File: src/rtl/dice_pkg.sv
// Shared constants, state encoding and field helper for the dice stage.
package dice_pkg;

    localparam int unsigned NUM_DICE = 5;
    localparam int unsigned DIE_W    = 3;
    localparam int unsigned DICE_W   = NUM_DICE * DIE_W;

    localparam logic [DIE_W-1:0] FACE_BLANK = '0;
    localparam logic [DIE_W-1:0] FACE_MIN   = 3'd1;
    localparam logic [DIE_W-1:0] FACE_MAX   = 3'd6;

    // Fibonacci taps 16,14,13,11 counted from the output end (bit 0): bits 0,2,3,5.
    localparam logic [15:0] LFSR_TAPS = 16'h002D;

    typedef enum logic [1:0] {
        IDLE,
        SPIN,
        SETTLE,
        DONE
    } state_t;

    // Extract the DIE_W-bit field for die idx from a packed vector.
    function automatic logic [DIE_W-1:0] die_field(input logic [15:0] vec, input int unsigned idx);
        return DIE_W'(vec >> (idx * DIE_W));
    endfunction

endpackage

File: src/rtl/lfsr16.sv
// 16-bit Fibonacci LFSR, shifting toward bit 0 with feedback into bit 15.
module lfsr16
    import dice_pkg::*;
(
    input  logic        clk,
    input  logic        reset_n,
    input  logic [15:0] seed,
    output logic [15:0] q
);

    logic fb;

    assign fb = ^(q & LFSR_TAPS);

    // Free-running shift; reloads the seed on reset.
    always_ff @(posedge clk or negedge reset_n) begin
        if (!reset_n) begin
            q <= seed;
        end else begin
            q <= {fb, q[15:1]};
        end
    end

endmodule

File: src/rtl/dice_roller.sv
// Dice stage: rerolls non-held dice from a free-running LFSR and reports
// completion with a one-cycle roll_done pulse.
// Optional build macro DICE_ANIM_EN adds a cosmetic SPIN phase before SETTLE.
module dice_roller
    import dice_pkg::*;
#(
    parameter logic [15:0] LFSR_SEED   = 16'hACE1,
    parameter int unsigned ANIM_CYCLES = 24,
    parameter int unsigned ANIM_STEP   = 4
) (
    input  logic        clk,
    input  logic        reset_n,
    input  logic        roll_trigger,
    input  logic        dice_clear,
    input  logic [4:0]  hold_sw,
    input  logic [1:0]  roll_cnt,
    output logic [14:0] dice_vals,
    output logic [4:0]  dice_sum,
    output logic        busy,
    output logic        roll_done,
    output logic        roll_reject
);

    localparam logic [15:0] SEED_EFF = (LFSR_SEED == '0) ? 16'h0001 : LFSR_SEED;

    if (ANIM_CYCLES == 0 || ANIM_STEP == 0) begin : g_bad_anim
        $error("dice_roller: ANIM_CYCLES and ANIM_STEP must be non-zero");
    end

    logic [15:0]       lfsr;
    state_t            state_q, state_d;
    logic [DICE_W-1:0] dice_q, dice_d;
    logic [4:0]        pend_q, pend_d;
    logic [4:0]        sum_q, sum_d;
    logic              done_q, done_d;
    logic              rej_q, rej_d;
    logic [4:0]        blank;
    logic [4:0]        face_sum;

`ifdef DICE_ANIM_EN
    localparam int unsigned CNT_W = $clog2(ANIM_CYCLES + ANIM_STEP + 1);
    logic [CNT_W-1:0] spin_q, spin_d;
    logic [CNT_W-1:0] step_q, step_d;
`endif

    lfsr16 u_lfsr (
        .clk     (clk),
        .reset_n (reset_n),
        .seed    (SEED_EFF),
        .q       (lfsr)
    );

    // Per-die blank flags and the running face total of the current dice.
    always_comb begin
        blank    = '0;
        face_sum = '0;
        for (int unsigned i = 0; i < NUM_DICE; i++) begin
            if (die_field({1'b0, dice_q}, i) == FACE_BLANK) begin
                blank = blank | (5'd1 << i);
            end
            face_sum = face_sum + 5'(die_field({1'b0, dice_q}, i));
        end
    end

    // Next-state and datapath update; dice_clear overrides everything.
    always_comb begin
        logic [DIE_W-1:0] f;
        f       = '0;
        state_d = state_q;
        dice_d  = dice_q;
        pend_d  = pend_q;
        sum_d   = sum_q;
        done_d  = 1'b0;
        rej_d   = 1'b0;
`ifdef DICE_ANIM_EN
        spin_d  = spin_q;
        step_d  = step_q;
`endif
        if (dice_clear) begin
            state_d = IDLE;
            dice_d  = '0;
            pend_d  = '0;
            sum_d   = '0;
        end else begin
            case (state_q)
                IDLE: begin
                    if (roll_trigger) begin
                        if ((roll_cnt == 2'd0 && |hold_sw) || roll_cnt == 2'd3) begin
                            rej_d = 1'b1;
                        end else begin
                            // Blank dice are always rerolled, whatever the hold switches say.
                            pend_d = (roll_cnt == 2'd0) ? '1 : (~hold_sw | blank);
`ifdef DICE_ANIM_EN
                            state_d = SPIN;
                            spin_d  = '0;
                            step_d  = '0;
`else
                            state_d = SETTLE;
`endif
                        end
                    end
                end
`ifdef DICE_ANIM_EN
                SPIN: begin
                    if (step_q == '0) begin
                        for (int unsigned i = 0; i < NUM_DICE; i++) begin
                            if ((pend_q & (5'd1 << i)) != '0) begin
                                f = die_field(lfsr, i);
                                f = ((f >= 3'd6) ? (f - 3'd6) : f) + 3'd1;
                                dice_d = (dice_d & ~(DICE_W'(7) << (i * DIE_W)))
                                       | (DICE_W'(f) << (i * DIE_W));
                            end
                        end
                    end
                    step_d = (step_q == CNT_W'(ANIM_STEP - 1)) ? '0 : step_q + 1'b1;
                    if (spin_q == CNT_W'(ANIM_CYCLES - 1)) begin
                        state_d = SETTLE;
                    end else begin
                        spin_d = spin_q + 1'b1;
                    end
                end
`endif
                SETTLE: begin
                    for (int unsigned i = 0; i < NUM_DICE; i++) begin
                        if ((pend_q & (5'd1 << i)) != '0) begin
                            f = die_field(lfsr, i);
                            if (f >= FACE_MIN && f <= FACE_MAX) begin
                                dice_d = (dice_d & ~(DICE_W'(7) << (i * DIE_W)))
                                       | (DICE_W'(f) << (i * DIE_W));
                                pend_d = pend_d & ~(5'd1 << i);
                            end
                        end
                    end
                    if (pend_d == '0) begin
                        state_d = DONE;
                    end
                end
                DONE: begin
                    done_d  = 1'b1;
                    sum_d   = face_sum;
                    state_d = IDLE;
                end
                default: begin
                    state_d = IDLE;
                end
            endcase
        end
    end

    // State and datapath registers.
    always_ff @(posedge clk or negedge reset_n) begin
        if (!reset_n) begin
            state_q <= IDLE;
            dice_q  <= '0;
            pend_q  <= '0;
            sum_q   <= '0;
            done_q  <= 1'b0;
            rej_q   <= 1'b0;
`ifdef DICE_ANIM_EN
            spin_q  <= '0;
            step_q  <= '0;
`endif
        end else begin
            state_q <= state_d;
            dice_q  <= dice_d;
            pend_q  <= pend_d;
            sum_q   <= sum_d;
            done_q  <= done_d;
            rej_q   <= rej_d;
`ifdef DICE_ANIM_EN
            spin_q  <= spin_d;
            step_q  <= step_d;
`endif
        end
    end

    assign dice_vals   = dice_q;
    assign dice_sum    = sum_q;
    assign busy        = (state_q != IDLE);
    assign roll_done   = done_q;
    assign roll_reject = rej_q;

endmodule
File: config.mk
export PLATFORM = sky130hd
export DESIGN_NAME = dice_roller
export DESIGN_NICKNAME = d
export VERILOG_FILES = /design/src/rtl/dice_pkg.sv /design/src/rtl/lfsr16.sv /design/src/rtl/dice_roller.sv
export SDC_FILE = /design/constraint.sdc
export NUM_CORES = 1
export LEC_CHECK = 0
export CAP_MARGIN = 20
export CORE_MARGIN = 2
export CORE_UTILIZATION = 30
export CTS_CLUSTER_SIZE = 24
export DETAILED_ROUTE_END_ITERATION = 8
export PLACE_DENSITY = 0.6
export SYNTH_ARGS = -nofsm -noshare
export SYNTH_HDL_FRONTEND = slang
export SYNTH_SLANG_ARGS = --single-unit
File: constraint.sdc
create_clock -name clk -period 3.4 [get_ports clk]
set_clock_uncertainty 0.05 [all_clocks]
set_input_delay 0.34 -clock clk [delete_from_list [all_inputs] [get_ports clk]]
set_output_delay 0.34 -clock clk [all_outputs]
set_load 0.1 [all_outputs]
Yosys cells after proc, flatten, opt, wreduce, memory -nomap -nowiden:

Cells that the tools add are included.
W data, S select, Z words.

* register bits: 45
* input port bits: 11
* output and inout port bits: 23

* add/subtract/negate cells: 4
* magnitude comparators: 10
* eq/ne operators: 6
* mux-type cells: 57
* bitwise logic cells: 7
* reduce and logical (&&, ||, !) cells: 23

Operator list (count)
* $mux W15: 20
* $mux W5: 13
* $reduce_xor A16 Y1: 1
* $ge A3 B1 Y1 const B: 5
* $le A3 B3 Y1 const B: 5
* $logic_not A3 Y1: 5
* $or A12 B15 Y15: 1
* $or A15 B12 Y15: 1
* $or A15 B3 Y15: 1
* $or A15 B6 Y15: 1
* $or A15 B9 Y15: 1
* $mux W2: 7
* $mux W4: 3
* $add A5 B3 Y5: 2
* $pmux W5 S2: 1
* $mux W1: 9
* $mux W3: 3
* $ne A3 B3 Y1 const B: 3
* $eq A2 B2 Y1 const B: 3
* $logic_and A1 B1 Y1: 6
* $reduce_and A3 Y1: 2
* $reduce_bool A2 Y1: 3
* $add A4 B3 Y5: 1
* $logic_not A5 Y1: 1
* other kinds (8): 9

Depth between registers and ports, before layout:

* word-level depth: 26
* mapped depth: 12

Worst setup path before layout:

OpenSTA, ideal clock, no wires.

* path kind: reg-to-reg
* start point: register dice_q[2], in the netlist dice_vals[2]
* end point: register sum_q[4], in the netlist dice_sum[4]
* arrival: 3.716 ns
* required time: 3.224 ns
* setup slack: -0.492 ns
* cell stages (with the launch flop): 13
* path buffers: 0
* clock period less this slack: 3.892 ns
* cells stage by stage: dfrtp_1 inv_1 fa_1 inv_1 fa_1 inv_1 fa_1 inv_1 ha_1 a21o_1 a21oi_1 nor4_1 a311o_1

* longest elaborated chain between the ends: 6

Ends and longest elaborated chain
* start: declaration: line dice_roller.sv:32 `logic [DICE_W-1:0] dice_q, dice_d;`
* start signal: assignment: line dice_roller.sv:165 `dice_q <= dice_d;`
* $add A3 B3 Y4: line dice_roller.sv:61 `face_sum = face_sum + 5'(die_field({1'b0, dice_q}, i));`
* $add A4 B3 Y5: line dice_roller.sv:61
* $add A5 B3 Y5 (2 in a row): line dice_roller.sv:61
* $mux W5: line dice_roller.sv:85 `case (state_q)`
* $mux W5: line dice_roller.sv:79 `if (dice_clear) begin`
* end signal: assignment: line dice_roller.sv:167 `sum_q <= sum_d;`
* end: declaration: line dice_roller.sv:34 `logic [4:0] sum_q, sum_d;`

Every way passes these cells. The select of a mux whose other input is x is not followed.
A chain may end at the register's enable or synchronous reset.

Worst setup path after layout:

* start point: register dice_q[5], in the netlist dice_vals[5]
* end point: register sum_q[4], in the netlist dice_sum[4]

Same word-level chain as after synthesis.

==> impl_metrics.csv <==
group,metric,value,unit
global_route,gr-total-overflow,0,
logic_synthesis,synth.most_common_cell,"dfrtp_1",
setup_path,worst_r2r_endpoint,"dice_sum[4]",
setup_path,r2r_slack,0.11,ns
die,rows,31,
timing,tightest_slew,1.01,ns
drt,num_vias,1645,
logic_synthesis,ys_warn_count,0,
die,io_pins,34,
setup_path,crit_path_cell_trace,"inv_2 > fa_1 > inv_2 > fa_1 > inv_1 > fa_1 > inv_2 > ha_4 > a21o_1 > a21oi_2 > and4b_1 > a311o_1",
finish,syn_to_final_growth,27.9,%
setup_path,cp_top_family,"adder cells",
logic_synthesis,syn-cell-area,0.00226,mm2
drt,drc,0,
logic_synthesis,synth_area_leaders,"dfrtp_1 41%, dfstp_2 9.3%, fa_1 7.1%",
run,maxCapViolCount,0,
setup_path,timing.rr.start,"dice_vals[5]",
timing,timing.hold.ws,0.339,ns
logic_synthesis,synth-edff-count,0,
place,place_congestion,0.823,
global_route,grt_max_degree,46,
timing,finalHoldViolations,0,
timing,drv_slew,0,
logic_synthesis,synth_top_area_share,40.9,%
drt,routed_via_density,4.84,
cts,clk_latency,0.29,ns
setup_path,required,3.53,ns
global_route,grt_pass1_vias,1669,
finish,drive_above_1_share,22.8,%
global_route,grt_usage,13.4,%
min_path,hold_class,"flop to flop",
setup_path,worstSetupPathType,"flop to flop",
logic_synthesis,syn_nets,223,
global_route,antenna_found_initial,0,
pwr,p_leak,0.00124,uW
logic_synthesis,async_reset_ff_share,100,%
finish,diodes,0,
die,initial_core_util,31.0,%
logic_synthesis,yosysTopAreaCell,"dfrtp_1",
die,die_height,90.8,um
drt,drt-wirelength-per-cell,15.3,um
setup_path,end_kind,"flop",
timing,max_freq,0.304,GHz
logic_synthesis,seq_area_frac_synth,50.2,%
status,outcome,"complete, no violations",
timing,setup_slack,0.107,ns
timing,period_needed,3.29,ns
timing,slew_headroom,32.4,%
setup_path,cp_max_fo,3,
die,die-width,90.8,um
logic_synthesis,syn_inst,198,
cts,numCtsBuffers,5,
cts,cts.sink_count,45,
die,core_area,0.00729,mm2
finish,fin_area,0.00289,mm2
pwr,power.density,363,mW/mm2
setup_path,worst-path-buf-inv,4,
logic_synthesis,postSynthAreaPerCell,11.4,um2
logic_synthesis,ys.flop_type,"dfrtp_1",
finish,final_nets,265,
drt,drt-total-wl,5190,um
setup_path,cp-start-kind,"flop",
timing,rsz0062_at_grt,"yes",
place,io_buffers,33,
logic_synthesis,ys_seq_elements,45,
drt,dr.pass1.iters,4,
setup_path,cp_slowest_cell,"fa_1",
place,dpl_cell_area,0.00271,mm2
setup_path,startpoint,"dice_vals[5]",
cts,clock-root-buffer,"clkbuf_8",
place,dp_slack,0.0920,ns
global_route,grt_pass1_wl,8720,um
cts,clk_path_buf_depth,2,
cts,cts_tree,"done",
drt,drtIter0Drc,98,
cts,clk_pin_slew,0.08,ns
setup_path,worstPathArrival,3.42,ns
drt,ant_nets,0,
timing,post-route-period-util,96.9,%
cts,cts_max_level,2,
logic_synthesis,yosysUniqueCellTypes,40,
min_path,hold_end,"u_lfsr.q[6]",
pwr,ir_worst_vdd,0.000122,V
timing,setup_viol,0,
die,dieArea,0.00825,mm2
place,dp.final_hpwl,3750,um
setup_path,max_stage_delay,0.55,ns
min_path,hold_start,"u_lfsr.q[7]",
logic_synthesis,synthTopCellsByCount,"37 x dfrtp_1, 23 x nor2_1, 20 x inv_1, 15 x mux2i_1",
min_path,hold_depth,0,
setup_path,reg2reg_depth,12,
-- what timing repair did --
item / CTS / global route
setup endpoints to repair: 0 / 2
hold buffers: 0 / 1
endpoints found under the hold margin: 0 / 14
resized for setup: 0 / 2
setup buffers: 0 / 5
-- area by class of cell --
| cell class | instances | area (um2) |
|---|---|---|
| sequential | 45 | 1160 |
| multi-input combinational | 125 | 1020 |
| inverter | 21 | 78.8 |
| fill | 749 | 4400 |
| timing repair buffer | 42 | 405 |
| clock inverter | 2 | 35.0 |
| clock buffer | 6 | 72.6 |
| tap | 99 | 124 |
-- flip-flops by register name, summed over array words and instances, names as in the netlist --
name,flops
u_lfsr.q,16
dice_vals,15
roll_done,1
dice_sum,5
roll_reject,1
state_q,2
pend_q,5
-- cells in the final DEF (no fill, tap or decap), types with 2 or more instances in the layout --
cell type / Yosys / routed
mux2i_1: 15 / 15
nor3_1: 7 / 7
clkbuf_8: 0 / 5
and3_1: 5 / 5
mux2_2: 5 / 5
or2_1: 2 / 2
and4bb_2: 5 / 5
dfrtp_2: 0 / 4
o21ai_0: 5 / 5
a21oi_1: 7 / 6
o31ai_1: 2 / 2
dfrtp_4: 0 / 5
o311a_1: 2 / 2
o22ai_1: 3 / 3
dfrtp_1: 37 / 28
fa_1: 8 / 8
inv_2: 1 / 5
buf_4: 3 / 8
nand3_1: 5 / 5
dfstp_2: 8 / 8
ha_1: 6 / 5
nor2_1: 23 / 23
o311a_2: 2 / 2
nand2_1: 6 / 6
clkdlybuf4s50_1: 0 / 31
inv_1: 20 / 16
xnor2_1: 3 / 3
-- metal layers --
metal	GRT usage, %	vias to the layer above	routed length [um]
met1	18.4	824	2470
met4	3.03	0	53
li1	-	770	-
met2	21.1	46	2430
met5	0	-	0
met3	3.51	5	234
-- stage by stage --
step / instances / TNS, ns / total power (uW) / utilization, %
2_1_floorplan: 198 / -0.00698 / 626 / -
3_3_place_gp: 325 / 0 / 666 / 37.1
3_5_place_dp: 325 / 0 / 668 / 37.1
4_1_cts: 333 / 0 / 1060 / 38.6
5_1_grt: 340 / -0.00483 / 1100 / 39.7
6_report: 340 / 0 / 1050 / 39.7
-- worst max path at each step --
stage                             end  depth (start not counted)
after floorplan           dice_sum[4]                         12
after global placement    dice_sum[4]                         12
after detailed placement  dice_sum[4]                         12
after CTS                 dice_sum[4]                         12
after global routing      dice_sum[4]                         12
final                     dice_sum[4]                         12
-- cells by family (layout without fill, tap and decap cells) --
| logic type | after synthesis | count (layout) | synth area share (%) |
|---|---|---|---|
| AOI/OAI and AO/OA | 28 | 28 | 8.85 |
| muxes | 20 | 20 | 9.13 |
| xor gates and xnor gates | 4 | 4 | 1.55 |
| adders and majority gates | 14 | 14 | 10.4 |
| buffers and inverters | 28 | 71 | 5.53 |
| and+or+nand+nor | 59 | 59 | 14.3 |
| DFF | 45 | 45 | 50.2 |
-- where the power goes --
group	switching (uW)	total [uW]	leakage [uW]	internal, uW
clock network	173	391	0.0000552	218
logic	61.9	101	0.000617	39.6
registers	10.9	559	0.000572	548
Note: power is estimated with default switching activity, not from simulation.
